<file path="config.mk">
export PLATFORM = sky130hd
export DESIGN_NAME = uart_tx_framer_flat
export DESIGN_NICKNAME = d
export VERILOG_FILES = /design/src/rtl/uart_tx_if.sv /design/src/rtl/uart_tx_framer.sv /design/src/flat_wrapper.sv
export SDC_FILE = /design/constraint.sdc
export NUM_CORES = 1
export LEC_CHECK = 0
export CAP_MARGIN = 20
export CORE_MARGIN = 3
export CORE_UTILIZATION = 45
export CTS_BUF_LIST = sky130_fd_sc_hd__clkbuf_8 sky130_fd_sc_hd__clkbuf_16
export CTS_CLUSTER_SIZE = 14
export DETAILED_ROUTE_END_ITERATION = 10
export PLACE_DENSITY = 0.62
export SLEW_MARGIN = 10
export SYNTH_ARGS = -nofsm -noshare
export SYNTH_HDL_FRONTEND = slang
export SYNTH_SLANG_ARGS = --single-unit
</file>
<file path="constraint.sdc">
create_clock -name clk -period 4 [get_ports clk]
set_input_delay 0.8 -clock clk [delete_from_list [all_inputs] [get_ports clk]]
set_output_delay 0.8 -clock clk [all_outputs]
set_load 0.02 [all_outputs]
</file>
<file path="src/rtl/uart_tx_if.sv">
// Frame handshake between a byte source (master) and uart_tx_framer (slave).
interface uart_tx_if #(
    parameter int unsigned MAX_DATA_WIDTH = 8
);
    logic                      txValid;
    logic                      txReady;
    logic [MAX_DATA_WIDTH-1:0] txData;

    modport master (output txValid, output txData, input txReady);
    modport slave  (input txValid, input txData, output txReady);
endinterface

</file>
<file path="src/rtl/uart_tx_framer.sv">
// UART transmit framer: start, 5..8 data bits LSB first, optional parity, 1..2 stop bits.
// Error injection (parity/framing/break) is compiled in by UART_TX_ERROR_INJECTION_EN.
module uart_tx_framer #(
    parameter int unsigned MAX_DATA_WIDTH = 8,
    parameter int unsigned DIV_WIDTH      = 16
) (
    input  logic                 clk,
    input  logic                 reset,
    uart_tx_if.slave             txIf,
    input  logic [3:0]           cfgDataWidth,
    input  logic                 cfgParityEnable,
    input  logic                 cfgParityType,
    input  logic [1:0]           cfgStopBits,
    input  logic [4:0]           cfgOverSampling,
    input  logic [DIV_WIDTH-1:0] cfgBaudDivisor,
    input  logic                 injParityError,
    input  logic                 injFramingError,
    input  logic                 injBreak,
    output logic                 tx,
    output logic                 busy,
    output logic                 frameDone
);

    localparam int unsigned CNT_W = 4;
    localparam int unsigned OS_W  = 5;

    localparam logic [2:0] IDLE   = 3'd0;
    localparam logic [2:0] START  = 3'd1;
    localparam logic [2:0] DATA   = 3'd2;
    localparam logic [2:0] PARITY = 3'd3;
    localparam logic [2:0] STOP   = 3'd4;
    localparam logic [2:0] BREAK  = 3'd5;

    logic [2:0]                state, stateNext;
    logic [DIV_WIDTH-1:0]      tickCnt, tickNext;
    logic [OS_W-1:0]           sampleCnt, sampleNext;
    logic [CNT_W-1:0]          bitCnt, bitNext;
    logic [MAX_DATA_WIDTH-1:0] dataQ, dataNext;
    logic                      txNext, frameDoneNext, txReadyQ, accept, bitEnd;

    logic [CNT_W-1:0]          widthQ;
    logic                      parEnQ, parBitQ, injFrameQ;
    logic [1:0]                stopsQ;
    logic [OS_W-1:0]           osQ;
    logic [DIV_WIDTH-1:0]      divQ;

    logic [CNT_W-1:0]          widthIn;
    logic [1:0]                stopsIn;
    logic [OS_W-1:0]           osIn;
    logic [DIV_WIDTH-1:0]      divIn;
    logic                      parityIn;
    logic                      injParIn, injFrameIn, injBreakIn;

`ifdef UART_TX_ERROR_INJECTION_EN
    assign injParIn   = injParityError;
    assign injFrameIn = injFramingError;
    assign injBreakIn = injBreak;
`else
    logic unusedInj;
    assign unusedInj  = injParityError ^ injFramingError ^ injBreak;
    assign injParIn   = 1'b0;
    assign injFrameIn = 1'b0;
    assign injBreakIn = 1'b0;
`endif

    assign txIf.txReady = txReadyQ;

    // Coerce configuration into its legal range and precompute the parity bit at accept
    always_comb begin
        widthIn = cfgDataWidth;
        if (cfgDataWidth < 4'd5)
            widthIn = 4'd5;
        else if (cfgDataWidth > CNT_W'(MAX_DATA_WIDTH))
            widthIn = CNT_W'(MAX_DATA_WIDTH);
        stopsIn  = cfgStopBits[1] ? 2'd2 : 2'd1;
        osIn     = (cfgOverSampling == 5'd13) ? 5'd13 : 5'd16;
        divIn    = (cfgBaudDivisor == '0) ? DIV_WIDTH'(1) : cfgBaudDivisor;
        parityIn = cfgParityType ^ injParIn;
        for (int i = 0; i < int'(MAX_DATA_WIDTH); i++) begin
            if (i < int'(widthIn))
                parityIn = parityIn ^ txIf.txData[i];
        end
    end

    // Next-state, bit timing and serial output
    always_comb begin
        stateNext  = state;
        txNext     = tx;
        bitNext    = bitCnt;
        dataNext   = dataQ;
        tickNext   = tickCnt;
        sampleNext = sampleCnt;
        accept     = txIf.txValid && txReadyQ;
        bitEnd     = (state != IDLE) && (tickCnt == divQ - DIV_WIDTH'(1))
                     && (sampleCnt == osQ - OS_W'(1));

        if (state != IDLE) begin
            if (tickCnt == divQ - DIV_WIDTH'(1)) begin
                tickNext   = '0;
                sampleNext = (sampleCnt == osQ - OS_W'(1)) ? '0 : sampleCnt + OS_W'(1);
            end else begin
                tickNext = tickCnt + DIV_WIDTH'(1);
            end
        end

        case (state)
            IDLE: begin
                if (accept) begin
                    stateNext = injBreakIn ? BREAK : START;
                    txNext    = 1'b0;
                    bitNext   = '0;
                    dataNext  = txIf.txData;
                end
            end
            START: begin
                if (bitEnd) begin
                    stateNext = DATA;
                    txNext    = dataQ[0];
                    dataNext  = dataQ >> 1;
                    bitNext   = '0;
                end
            end
            DATA: begin
                if (bitEnd) begin
                    if (bitCnt == widthQ - CNT_W'(1)) begin
                        if (parEnQ) begin
                            stateNext = PARITY;
                            txNext    = parBitQ;
                        end else begin
                            stateNext = STOP;
                            txNext    = ~injFrameQ;
                            bitNext   = CNT_W'(stopsQ) - CNT_W'(1);
                        end
                    end else begin
                        txNext   = dataQ[0];
                        dataNext = dataQ >> 1;
                        bitNext  = bitCnt + CNT_W'(1);
                    end
                end
            end
            PARITY: begin
                if (bitEnd) begin
                    stateNext = STOP;
                    txNext    = ~injFrameQ;
                    bitNext   = CNT_W'(stopsQ) - CNT_W'(1);
                end
            end
            STOP: begin
                // bitCnt counts the stop bits still to send after this one
                if (bitEnd) begin
                    txNext = 1'b1;
                    if (bitCnt == '0)
                        stateNext = IDLE;
                    else
                        bitNext = bitCnt - CNT_W'(1);
                end
            end
            BREAK: begin
                // Low for start+data+parity+stop periods, then a single high stop period
                if (bitEnd) begin
                    if (bitCnt == widthQ + CNT_W'(parEnQ) + CNT_W'(stopsQ)) begin
                        stateNext = STOP;
                        txNext    = 1'b1;
                        bitNext   = '0;
                    end else begin
                        bitNext = bitCnt + CNT_W'(1);
                    end
                end
            end
            default: begin
                stateNext = IDLE;
                txNext    = 1'b1;
            end
        endcase

        frameDoneNext = (state == STOP) && (bitCnt == '0)
                        && (tickNext == divQ - DIV_WIDTH'(1))
                        && (sampleNext == osQ - OS_W'(1));
    end

    // State, counters, registered outputs and per-frame configuration latches
    always_ff @(posedge clk) begin
        if (reset) begin
            state     <= IDLE;
            tx        <= 1'b1;
            busy      <= 1'b0;
            frameDone <= 1'b0;
            txReadyQ  <= 1'b0;
            tickCnt   <= '0;
            sampleCnt <= '0;
            bitCnt    <= '0;
            dataQ     <= '0;
            widthQ    <= '0;
            parEnQ    <= 1'b0;
            parBitQ   <= 1'b0;
            injFrameQ <= 1'b0;
            stopsQ    <= '0;
            osQ       <= '0;
            divQ      <= '0;
        end else begin
            state     <= stateNext;
            tx        <= txNext;
            busy      <= (stateNext != IDLE);
            frameDone <= frameDoneNext;
            txReadyQ  <= (stateNext == IDLE);
            tickCnt   <= tickNext;
            sampleCnt <= sampleNext;
            bitCnt    <= bitNext;
            dataQ     <= dataNext;
            if (accept) begin
                widthQ    <= widthIn;
                parEnQ    <= cfgParityEnable;
                parBitQ   <= parityIn;
                injFrameQ <= injFrameIn;
                stopsQ    <= stopsIn;
                osQ       <= osIn;
                divQ      <= divIn;
            end
        end
    end

endmodule

</file>
<file path="src/flat_wrapper.sv">
// flat-port wrapper written by rule: the top's interface ports become plain ports
module uart_tx_framer_flat 
#(
    parameter int unsigned MAX_DATA_WIDTH = 8,
    parameter int unsigned DIV_WIDTH      = 16
)
  (clk, reset, cfgDataWidth, cfgParityEnable, cfgParityType, cfgStopBits, cfgOverSampling, cfgBaudDivisor, injParityError, injFramingError, injBreak, tx, busy, frameDone, txIf_txValid, txIf_txData, txIf_txReady);
  uart_tx_if #(.MAX_DATA_WIDTH(MAX_DATA_WIDTH)) txIf_i ();
  input  logic clk;
  input  logic reset;
  input  logic [3:0] cfgDataWidth;
  input  logic cfgParityEnable;
  input  logic cfgParityType;
  input  logic [1:0] cfgStopBits;
  input  logic [4:0] cfgOverSampling;
  input  logic [DIV_WIDTH-1:0] cfgBaudDivisor;
  input  logic injParityError;
  input  logic injFramingError;
  input  logic injBreak;
  output logic tx;
  output logic busy;
  output logic frameDone;
  input wire logic [$bits(txIf_i.txValid)-1:0] txIf_txValid;
  input wire logic [$bits(txIf_i.txData)-1:0] txIf_txData;
  output wire logic [$bits(txIf_i.txReady)-1:0] txIf_txReady;
  assign txIf_i.txValid = txIf_txValid;
  assign txIf_i.txData = txIf_txData;
  assign txIf_txReady = txIf_i.txReady;
  uart_tx_framer #(.MAX_DATA_WIDTH(MAX_DATA_WIDTH), .DIV_WIDTH(DIV_WIDTH)) u_core (.clk(clk), .reset(reset), .txIf(txIf_i), .cfgDataWidth(cfgDataWidth), .cfgParityEnable(cfgParityEnable), .cfgParityType(cfgParityType), .cfgStopBits(cfgStopBits), .cfgOverSampling(cfgOverSampling), .cfgBaudDivisor(cfgBaudDivisor), .injParityError(injParityError), .injFramingError(injFramingError), .injBreak(injBreak), .tx(tx), .busy(busy), .frameDone(frameDone));
endmodule
</file>
Word-level counts from Yosys, hierarchy flattened
Index checks and enable logic that the tools add are counted.

storage, ports and cells
  register bits = 69
  input port bits = 43
  output and inout port bits = 4

operators by class
  $add $sub $neg = 10
  magnitude comparators = 10
  equality and inequality tests = 22
  mux-type cells = 54
  bitwise operators = 8
  reductions and logical operators = 18

operators by type and width
  kind                                                                         number
  16-bit two-way mux                                                           3
  4-bit two-way mux                                                            12
  16-bit == test                                                               2
  8-bit two-way mux                                                            4
  3-bit two-way mux                                                            10
  4-bit one-hot mux with 6 select lines                                        1
  8-bit one-hot mux with 3 select lines                                        1
  5-bit two-way mux                                                            4
  3-bit one-hot mux with 6 select lines                                        1
  16-bit by 1-bit adder with 16-bit output, second input constant              1
  16-bit zero test                                                             1
  3-bit by 4-bit less-than comparator with 1-bit output, first input constant  4
  1-bit two-way mux                                                            16
  16-bit by 1-bit subtractor with 16-bit output, second input constant         1
  2-bit by 1-bit inequality test with 1-bit output, second input constant      7
  5-bit == test                                                                2
  9-bit AND reduction                                                          1
  3-bit nonzero test                                                           3
  4-bit == test                                                                2
  1-bit by 4-bit less-than comparator with 1-bit output, first input constant  2
  2-bit by 4-bit less-than comparator with 1-bit output, first input constant  2
  4-bit by 1-bit subtractor with 4-bit output, second input constant           2
  1-bit bitwise XOR                                                            8
  7-bit AND reduction                                                          1
  other kinds (22)                                                             31

Depth between registers and ports, before layout
  word-level depth = 19
  depth in mapped cells = 13
  depth with buffers taken out = 11

Worst setup path before layout
No wires, ideal clock.

  path type = flip-flop to flip-flop
  start = register u_core.divQ[0]
  end = register u_core.frameDone
  library setup time = 0.088 ns
  arrival = 3.008 ns
  setup slack = 0.904 ns
  stages on the path, launching flop included = 14
  buffers on the path = 2
  period minus slack after synthesis = 3.096 ns
  cell sequence = dfxtp_1 -> buf_6 -> inv_1 -> ha_1 -> or3b_2 -> nor3_1 -> mux2i_1 -> nand2_1 -> nand4b_1 -> buf_6 -> nor3_1 -> mux2_2 -> a211o_1 -> nor4_2

on the way
  cells in the longest elaborated chain, start to end = 7
  elaborated cells on any way between the ends = 10
  those cells by class = 1 x add/sub; 3 x eq/ne; 4 x mux; 2 x reduce/logical

ends and longest elaborated chain
  element                                          line                                         RTL
  start, declared                                  uart_tx_framer.sv:45                         logic [DIV_WIDTH-1:0] divQ;
  start signal, assigned                           uart_tx_framer.sv:217                        divQ <= divIn;
  16-bit by 1-bit subtractor with 16-bit output *  uart_tx_framer.sv:98, uart_tx_framer.sv:177
  16-bit == test                                   uart_tx_framer.sv:98                         if (tickCnt == divQ - DIV_WIDTH'(1)) begin
  16-bit two-way mux                               uart_tx_framer.sv:98
  16-bit two-way mux                               uart_tx_framer.sv:97                         if (state != IDLE) begin
  16-bit == test                                   uart_tx_framer.sv:177                        && (tickNext == divQ - DIV_WIDTH'(1))
  1-bit logical AND                                uart_tx_framer.sv:177
  1-bit logical AND *                              uart_tx_framer.sv:178                        && (sampleNext == osQ - OS_W'(1));
  end signal, assigned                             uart_tx_framer.sv:204                        frameDone <= frameDoneNext;
  end, declared                                    uart_tx_framer.sv:21                         output logic frameDone

Mark *: on every way between the ends. The rest lies on a longest branch, timed or not.
A chain may end at the register's enable or synchronous reset.

Worst setup path after layout
  start = register u_core.divQ[0]
  end = register u_core.bitCnt[0]

on the way
  cells in the longest elaborated chain, start to end = 6
  elaborated cells on any way between the ends = 10
  those cells by class = 1 x add/sub; 6 x eq/ne; 3 x reduce/logical

ends and longest elaborated chain
  element                                                            line                   RTL
  16-bit by 1-bit subtractor with 16-bit output *                    uart_tx_framer.sv:94   bitEnd = (state != IDLE) && (tickCnt == divQ - DIV_WIDTH'(1))
  16-bit == test *                                                   uart_tx_framer.sv:94
  1-bit logical AND *                                                uart_tx_framer.sv:94
  1-bit logical AND *                                                uart_tx_framer.sv:95   && (sampleCnt == osQ - OS_W'(1));
  2-bit by 1-bit inequality test with 1-bit output (no source line)  --
  9-bit AND reduction (no source line) *                             --
  end signal, assigned                                               uart_tx_framer.sv:208  bitCnt <= bitNext;
  end, declared                                                      uart_tx_framer.sv:37   logic [CNT_W-1:0] bitCnt, bitNext;

Marked as above.

==> flow_summary.yaml <==
grt:
  grt_pass1_vias: 4264
  gr-total-overflow: 0
  grt.total_usage_pct: 21.6
  antenna_found_initial: 0
  grt_pass1_wl_mm: 21.7
  grt_max_degree: 41
logic_synthesis:
  ys_ff_latch: 66
  synth_area_sq_um: 4960
  yosys.area.top_type_share_pct: 26.6
  ys_top_cells_by_area: "dfxtp_1 27%, xnor2_1 5.7%, nand2_1 5.4%, a21oi_1 5.1%, nor2_1 4.8%"
  synth_compound_area_share_pct: 19.3
  synth_mux_area_share_pct: 5.12
  synthTopCellsByCount: "71 x nand2_1, 66 x dfxtp_1, 63 x nor2_1"
  ys_async_sr_fraction_pct: 0
  synth.most_common_cell: "nand2_1"
  synth-simple-area-share_pct: 28.9
  yosysWarnings: 0
  synth_top_family_by_area: "simple AND/OR/NAND/NOR gates"
  yosysSeqAreaShare_pct: 26.6
  avgSynthCellArea_sq_um: 7.80
  synthCells: 636
  synth_top_area_cell: "dfxtp_1"
  synthXorXnorAreaFrac_pct: 9.54
  synth.distinct_cells: 80
  synth_edf_count: 0
  syn-num-nets: 689
  synthAdderAreaFrac_pct: 2.83
  yosys_most_used_dff: "dfxtp_1"
critical_path:
  cp.required_ns: 4.27
  r2r_slack_ns: 0.51
  crit_path_end_kind: "flop"
  critPathKind: "flop to flop"
  crit_path_top_delay_cell: "nor4_4"
  timing.rr.end: "u_core.bitCnt[0]"
  startpoint_type: "flop"
  crit_chain: "nor4_4, nand4_2, and2_0, a311oi_1, nand4b_1, buf_4, nor3_1, a22o_1, o221ai_1, o211a_1"
  slowest_delay_ns: 0.60
  critical_path_arrival_ns: 3.76
  r2r-start: "u_core.divQ[0]"
  ff2ff_path_depth: 10
  critical_path_buf_inv_count: 1
  path_delay_family: "simple AND/OR/NAND/NOR gates"
  critPathMaxFanout: 9
clock_tree:
  cts_buffer_depth: 2
  cts_tree: "yes"
  cts_num_sinks: 66
  insertion_delay_ns: 0.38
  hold_buffers: 0
  ctsResizeCount: 0
  htreeDepth: 3
  numCtsBuffers: 9
  postCtsSetupRepairBufs: 0
  clockRootBuffer: "clkbuf_8"
  clk_pin_slew_worst_paths_ns: 0.07
pwr:
  p_leak_nw: 2.11
  internal_power_mw: 1.33
  switchingPower_mw: 0.671
  power.density_nw_per_um2: 355
  irDropWorstVdd_mv: 0.233
  p_clk_share_pct: 32.5
  seq_power_share_pct: 37.0
  pwr-share-comb_pct: 30.6
  swShare_pct: 33.6
sta:
  rsz0062_at_grt: "false"
  tightestPinTransition_ns: 0.739
  finalSetupTns_ns: 0
  final-hold-violation-count: 0
  slew_violations: 0
  skew_ns: 0.00840
  fmax_ghz: 0.286
  setup_viol: 0
  relSlewSlack_pct: 50.1
  setup_ws_ns: 0.510
  fin_crit_sh_pct: 87.3
  min_period_ns: 3.49
  whs_ns: 0.466
worst_hold_path:
  holdPathEnd: "u_core.dataQ[7]"
  min_from: "u_core.dataQ[7]"
  hold_class: "flop to flop"
  hold_path_depth: 2
final_layout:
  utilization_pct: 53.5
  fillerInstances: 1029
  diodes: 0
  layout.nets: 716
  syn_to_final_growth_pct: 13.4
  design_area_sq_um: 5620
  drive_gt1_share_pct: 11.7
placed_design:
  pre_cts_ws_ns: 0.524
  placed_cell_area_sq_um: 5410
  gp_congestion: 0.957
  hpwl_mm: 10.2
  port_buffers: 42
routing:
  vias: 4660
  via_per_inst: 5.80
  wire_per_inst_microns: 16.5
  drc: 0
  ant_nets: 0
  dr.first_iter.drc_count: 339
  wl_mm: 13.2
  drtPass1Iterations: 4
die:
  fp.dieH_microns: 111
  core_area_sq_um: 10500
  core.rowCount: 37
  io-pin-count: 47
  die-area_sq_um: 12300
  die_x_microns: 111
  initial_utilization_pct: 47.2
run:
  max-cap-violations: 0
outcome:
  status: "finished, final reports clean"
how the worst max path moves through the flow:
stage / slack (ns) / end / from / depth (start not counted)
2_1_floorplan: 0.90 / u_core.frameDone / u_core.divQ[0] / 13
3_3_place_gp: 0.58 / u_core.bitCnt[0] / u_core.divQ[0] / 10
3_5_place_dp: 0.52 / u_core.bitCnt[0] / u_core.divQ[0] / 12
4_1_cts: 0.52 / u_core.bitCnt[0] / u_core.divQ[0] / 12
5_1_grt: 0.14 / u_core.bitCnt[0] / u_core.divQ[0] / 12
6_report: 0.51 / u_core.bitCnt[0] / u_core.divQ[0] / 10
worst min-delay path, cell delays in order, from the launching register on:
cell	delay, ns
dfxtp_1	0.31
nand2_1	0.05
a21oi_1	0.06
area by class of cell:
| type | count | area (sq um) | area share, % |
|---|---|---|---|
| inverters | 24 | 90.1 | 1.60 |
| clock buffers | 10 | 138 | 2.45 |
| multi-input cells | 501 | 3260 | 58.0 |
| repair buffers | 61 | 563 | 10.0 |
| well taps | 136 | 170 | 3.03 |
| flip-flops and latches | 66 | 1320 | 23.5 |
| clock inverters | 6 | 80.1 | 1.42 |
registers in the layout, summed over array words and instances (netlist names):
register             flops
u_core.divQ             16
u_core.tickCnt          16
u_core.dataQ             8
u_core.sampleCnt         5
u_core.bitCnt            4
u_core.widthQ            4
u_core.state             3
u_core.osQ               2
u_core.stopsQ            2
u_core.busy              1
u_core.frameDone         1
u_core.parBitQ           1
u_core.parEnQ            1
u_core.tx                1
u_core.txIf.txReady      1
stage by stage:
stage | power, mW | cells
after CTS | 2.00 | 804
after global routing | 2.10 | 804
after floorplan | 1.19 | 636
final | 2.00 | 804
after detailed placement | 1.35 | 788
after global placement | 1.35 | 788
placed cells by master (no fill, tap or decap), types with 7 or more instances in the layout:
cell type,Yosys,layout
ha_1,8,8
clkbuf_8,9,10
buf_4,1,19
nand3_1,18,18
nand2b_1,7,7
o21ai_0,18,18
a211oi_1,8,8
mux2_2,11,11
and2_1,9,9
dfxtp_1,66,66
nand4_1,15,15
or2_2,7,7
nand2_1,71,71
nor4_1,16,16
nor3_1,18,18
a21oi_1,51,51
xor2_1,19,19
or3_1,8,8
clkdlybuf4s50_1,0,42
inv_1,24,24
nor2_1,63,63
xnor2_1,32,32
mux2i_1,13,13
kinds of logic after synthesis:
group	Yosys count
AND/OR/NAND/NOR	270
buffers and inverters	69
XOR/XNOR	52
flip-flops	66
adder cells (fa/ha/maj)	10
multiplexers	24
AO/OA/AOI/OAI	145
routing by layer:
layer | global-route usage [%] | vias up | wire (microns) | share of wire (%)
met5 | 0 | - | 0 | 0
met4 | 8.46 | 0 | 232 | 1.8
met3 | 3.77 | 19 | 665 | 5.0
met2 | 31.6 | 124 | 5720 | 43
met1 | 31.3 | 2179 | 6620 | 50
li1 | - | 2338 | - | -
power groups by stage:
stage | clock (mW) | sequential, mW | combinational, mW
2_1_floorplan | 0 | 0.731 | 0.457
3_3_place_gp | 0 | 0.751 | 0.595
3_5_place_dp | 0 | 0.753 | 0.602
4_1_cts | 0.658 | 0.738 | 0.605
5_1_grt | 0.685 | 0.745 | 0.665
6_report | 0.648 | 0.739 | 0.610
No activity file was read; power rests on OpenSTA's default activity.
==> patch: new RTL, config.mk and constraints unchanged <==
Add an input register stage for `cfgBaudDivisor`, without a reset; this delays it by one clock. The other inputs are not delayed to match.
--- a/src/rtl/uart_tx_framer.sv
+++ b/src/rtl/uart_tx_framer.sv
@@ -31,6 +31,12 @@
     localparam logic [2:0] STOP   = 3'd4;
     localparam logic [2:0] BREAK  = 3'd5;
 
+    logic [DIV_WIDTH-1:0] cfgBaudDivisor_q;
+
+    always_ff @(posedge clk) begin
+        cfgBaudDivisor_q <= cfgBaudDivisor;
+    end
+
     logic [2:0]                state, stateNext;
     logic [DIV_WIDTH-1:0]      tickCnt, tickNext;
     logic [OS_W-1:0]           sampleCnt, sampleNext;
@@ -74,7 +80,7 @@
             widthIn = CNT_W'(MAX_DATA_WIDTH);
         stopsIn  = cfgStopBits[1] ? 2'd2 : 2'd1;
         osIn     = (cfgOverSampling == 5'd13) ? 5'd13 : 5'd16;
-        divIn    = (cfgBaudDivisor == '0) ? DIV_WIDTH'(1) : cfgBaudDivisor;
+        divIn    = (cfgBaudDivisor_q == '0) ? DIV_WIDTH'(1) : cfgBaudDivisor_q;
         parityIn = cfgParityType ^ injParIn;
         for (int i = 0; i < int'(MAX_DATA_WIDTH); i++) begin
             if (i < int'(widthIn))
Behaviour: same outputs for any inputs over 10 cycles, from zero or initial values and one cycle with reset high; that may be too few to reach the edited logic, so the function may still have changed.
==> patch against the original RTL <==
  * Cell area increased by 0.36%
  * Maximum frequency up 3.0%
  * Total power fell by 1.0%
  * Worst setup slack improved by 0.10 ns
  * Count of clock-buffer cells in the layout is 1 lower
  * Synthesized area down 0.78%
  * Synthesized cell count shrank 4.7%
  * Non-clock buffer count is 8 lower
  * Sequential cell count up 16
  * Sequential power increased by 22%
  * Routed wire length decreased by 8.9%
  * Utilization grew 0.43 points
  * Critical endpoint is now u_core.frameDone
==> patch: results (changes against the original RTL) <==
[status]
status = finished, final reports clean

[hold_path]
hold_class = register to register
hold_depth = 2  ; unchanged
min_from = u_core.cfgBaudDivisor_q[5]
hold_path_end = u_core.divQ[5]

[finish]
drive_gt1_frac = 0.06864  ; -0.04812
top_regs = u_core.cfgBaudDivisor_q (16), u_core.divQ (16), u_core.tickCnt (16)
num-nets-final = 689  ; -3.8%
antenna_cells = 0  ; unchanged

[critical_path]
ff2ff_path_depth = 10  ; unchanged
critPathMaxStageDelay_ns = 0.62  ; +0.02 ns
r2r-end = u_core.frameDone
cp_slowest_cell = or4_4
cp_data_arrival_time_ns = 3.65  ; -0.11 ns
crit_fanout = 7  ; -2
r2r_start = u_core.divQ[0]

[placed_design]
place_congestion = 0.8879  ; -7.2%
portBuffers = 42  ; unchanged
post-dp-hpwl_um = 9371  ; -7.7%
dp_slack_ns = 0.6152  ; +0.09075 ns

[grt]
grt_pass1_vias = 4145  ; -2.8%
antenna_found_initial = 0  ; unchanged
grt_pass1_wl_um = 20330  ; -6.1%
grt_use_total = 0.2014  ; -0.01449
grt_max_degree = 43  ; +4.9%

[drt]
vias = 4346  ; -6.7%
route.detailed.drc = 0  ; unchanged
drt-total-wl_um = 12060  ; -8.9%
drt_iter0_markers = 269  ; -21%
dr.pass1.iters = 7  ; +3

[timing]
fin_ws_ns = 0.6111  ; +0.1016 ns
fin_setup_tns_ns = 0  ; unchanged
slew_headroom = 0.4298  ; -0.07157
fin_skew_ns = 0.01575  ; +0.007349 ns

[clock_network]
cts-resized-gates = 0  ; unchanged
htree_levels = 3  ; unchanged
insertion_delay_ns = 0.38  ; about the same
ctsLongestPathBuffers = 2  ; unchanged
cts_inserted_buffers = 9  ; unchanged
clk_pin_slew_ns = 0.10  ; +0.03 ns
postCtsSetupRepairBufs = 0  ; unchanged
cts-root-buf = clkbuf_8

[synth]
yosysSeqAreaShare = 0.3336  ; +0.06719
async_reset_ff_frac = 0  ; unchanged
synth_commonest_cells = 82 x dfxtp_1, 73 x nand2_1, 60 x nor2_1
synth.area.top_cells = dfxtp_1 33%, xnor2_1 7.8%, nand2_1 5.6%, nor2_1 4.6%, xor2_1 3.7%
syn-num-nets = 659  ; -4.4%
ys_types = 69  ; -14%
yosysWarnings = 0  ; unchanged

[power]
vdd_ir_drop_max_uv = 222.8  ; -4.2%
leakage_uw = 0.002022  ; -4.1%

[patch: changes by cell type after synthesis, moves of 5 or more]
cell | before | now
a21oi_1 | 51 | 36
and3_1 | 6 | 11
clkbuf_8 | 9 | 0
dfxtp_1 | 66 | 82
mux2_2 | 11 | 0
nor2b_1 | 4 | 11
nor3_1 | 18 | 26
nor4_1 | 16 | 11
xnor2_1 | 32 | 44
[patch: layer usage]
layer | vias up | GRT usage | wire length (µm)
li1 | 2212 | - | -
met2 | 128 | 0.3054 | 5151
met5 | - | 0 | 0
met3 | 18 | 0.03562 | 683
met1 | 1988 | 0.2868 | 6002
met4 | 0 | 0.07143 | 220
[patch: area by class of cell]
type	count	area (µm²)
sequential	82	1642
fill	1016	4820
timing repair buffer	53	503.0
clock buffer	9	123.9
clock inverter	7	70.07
tap	136	170.2
inverter	20	75.07
multi-input combinational	470	3059
[patch: through the flow]
step,cell area [µm²],power (µW),cells,hold slack [ns],utilization
after floorplan,4921,1255,606,0.4315,-
final,5643,1976,777,0.4453,0.5393
after global routing,5643,2082,777,0.4803,0.5393
after global placement,5449,1388,761,0.4432,0.5208
after CTS,5643,1992,777,0.4498,0.5393
after detailed placement,5449,1396,761,0.4466,0.5208
[patch: power breakdown]
| part | leakage (µW) | total, µW | internal (µW) | switching (µW) |
|---|---|---|---|---|
| Sequential | 0.000672 | 898 | 854 | 44.2 |
| Clock | 0.0000955 | 594 | 242 | 352 |
| Combinational | 0.00125 | 484 | 222 | 262 |
| Total | 0.00202 | 1980 | 1320 | 658 |
[patch: worst max-delay path, delay by kind of cell, from the launching register on]
family,cells,cell delay (ns)
AND/OR/NAND/NOR,5,2.09
buffers and inverters,1,0.16
flip-flops,1,0.32
AO/OA/AOI/OAI,2,0.39
XOR/XNOR,1,0.20
multiplexers,1,0.13
[patch: kinds of logic after synthesis]
family          count (synthesis)  synth area share
fa+ha+maj                      10           0.02848
compound gates                111            0.1602
buf+inv                        54           0.04475
flops                          82            0.3336
simple gates                  271            0.2802
xor+xnor                       69            0.1345
mux                             9           0.01831
[patch: worst max-delay path by stage]
stage	startpoint	end	depth (start not counted)
2_1_floorplan	u_core.divQ[0]	u_core.dataQ[2]	13
3_3_place_gp	u_core.divQ[0]	u_core.frameDone	10
3_5_place_dp	u_core.divQ[0]	u_core.frameDone	10
4_1_cts	u_core.divQ[0]	u_core.frameDone	10
5_1_grt	u_core.divQ[1]	u_core.dataQ[6]	12
6_report	u_core.divQ[0]	u_core.frameDone	10
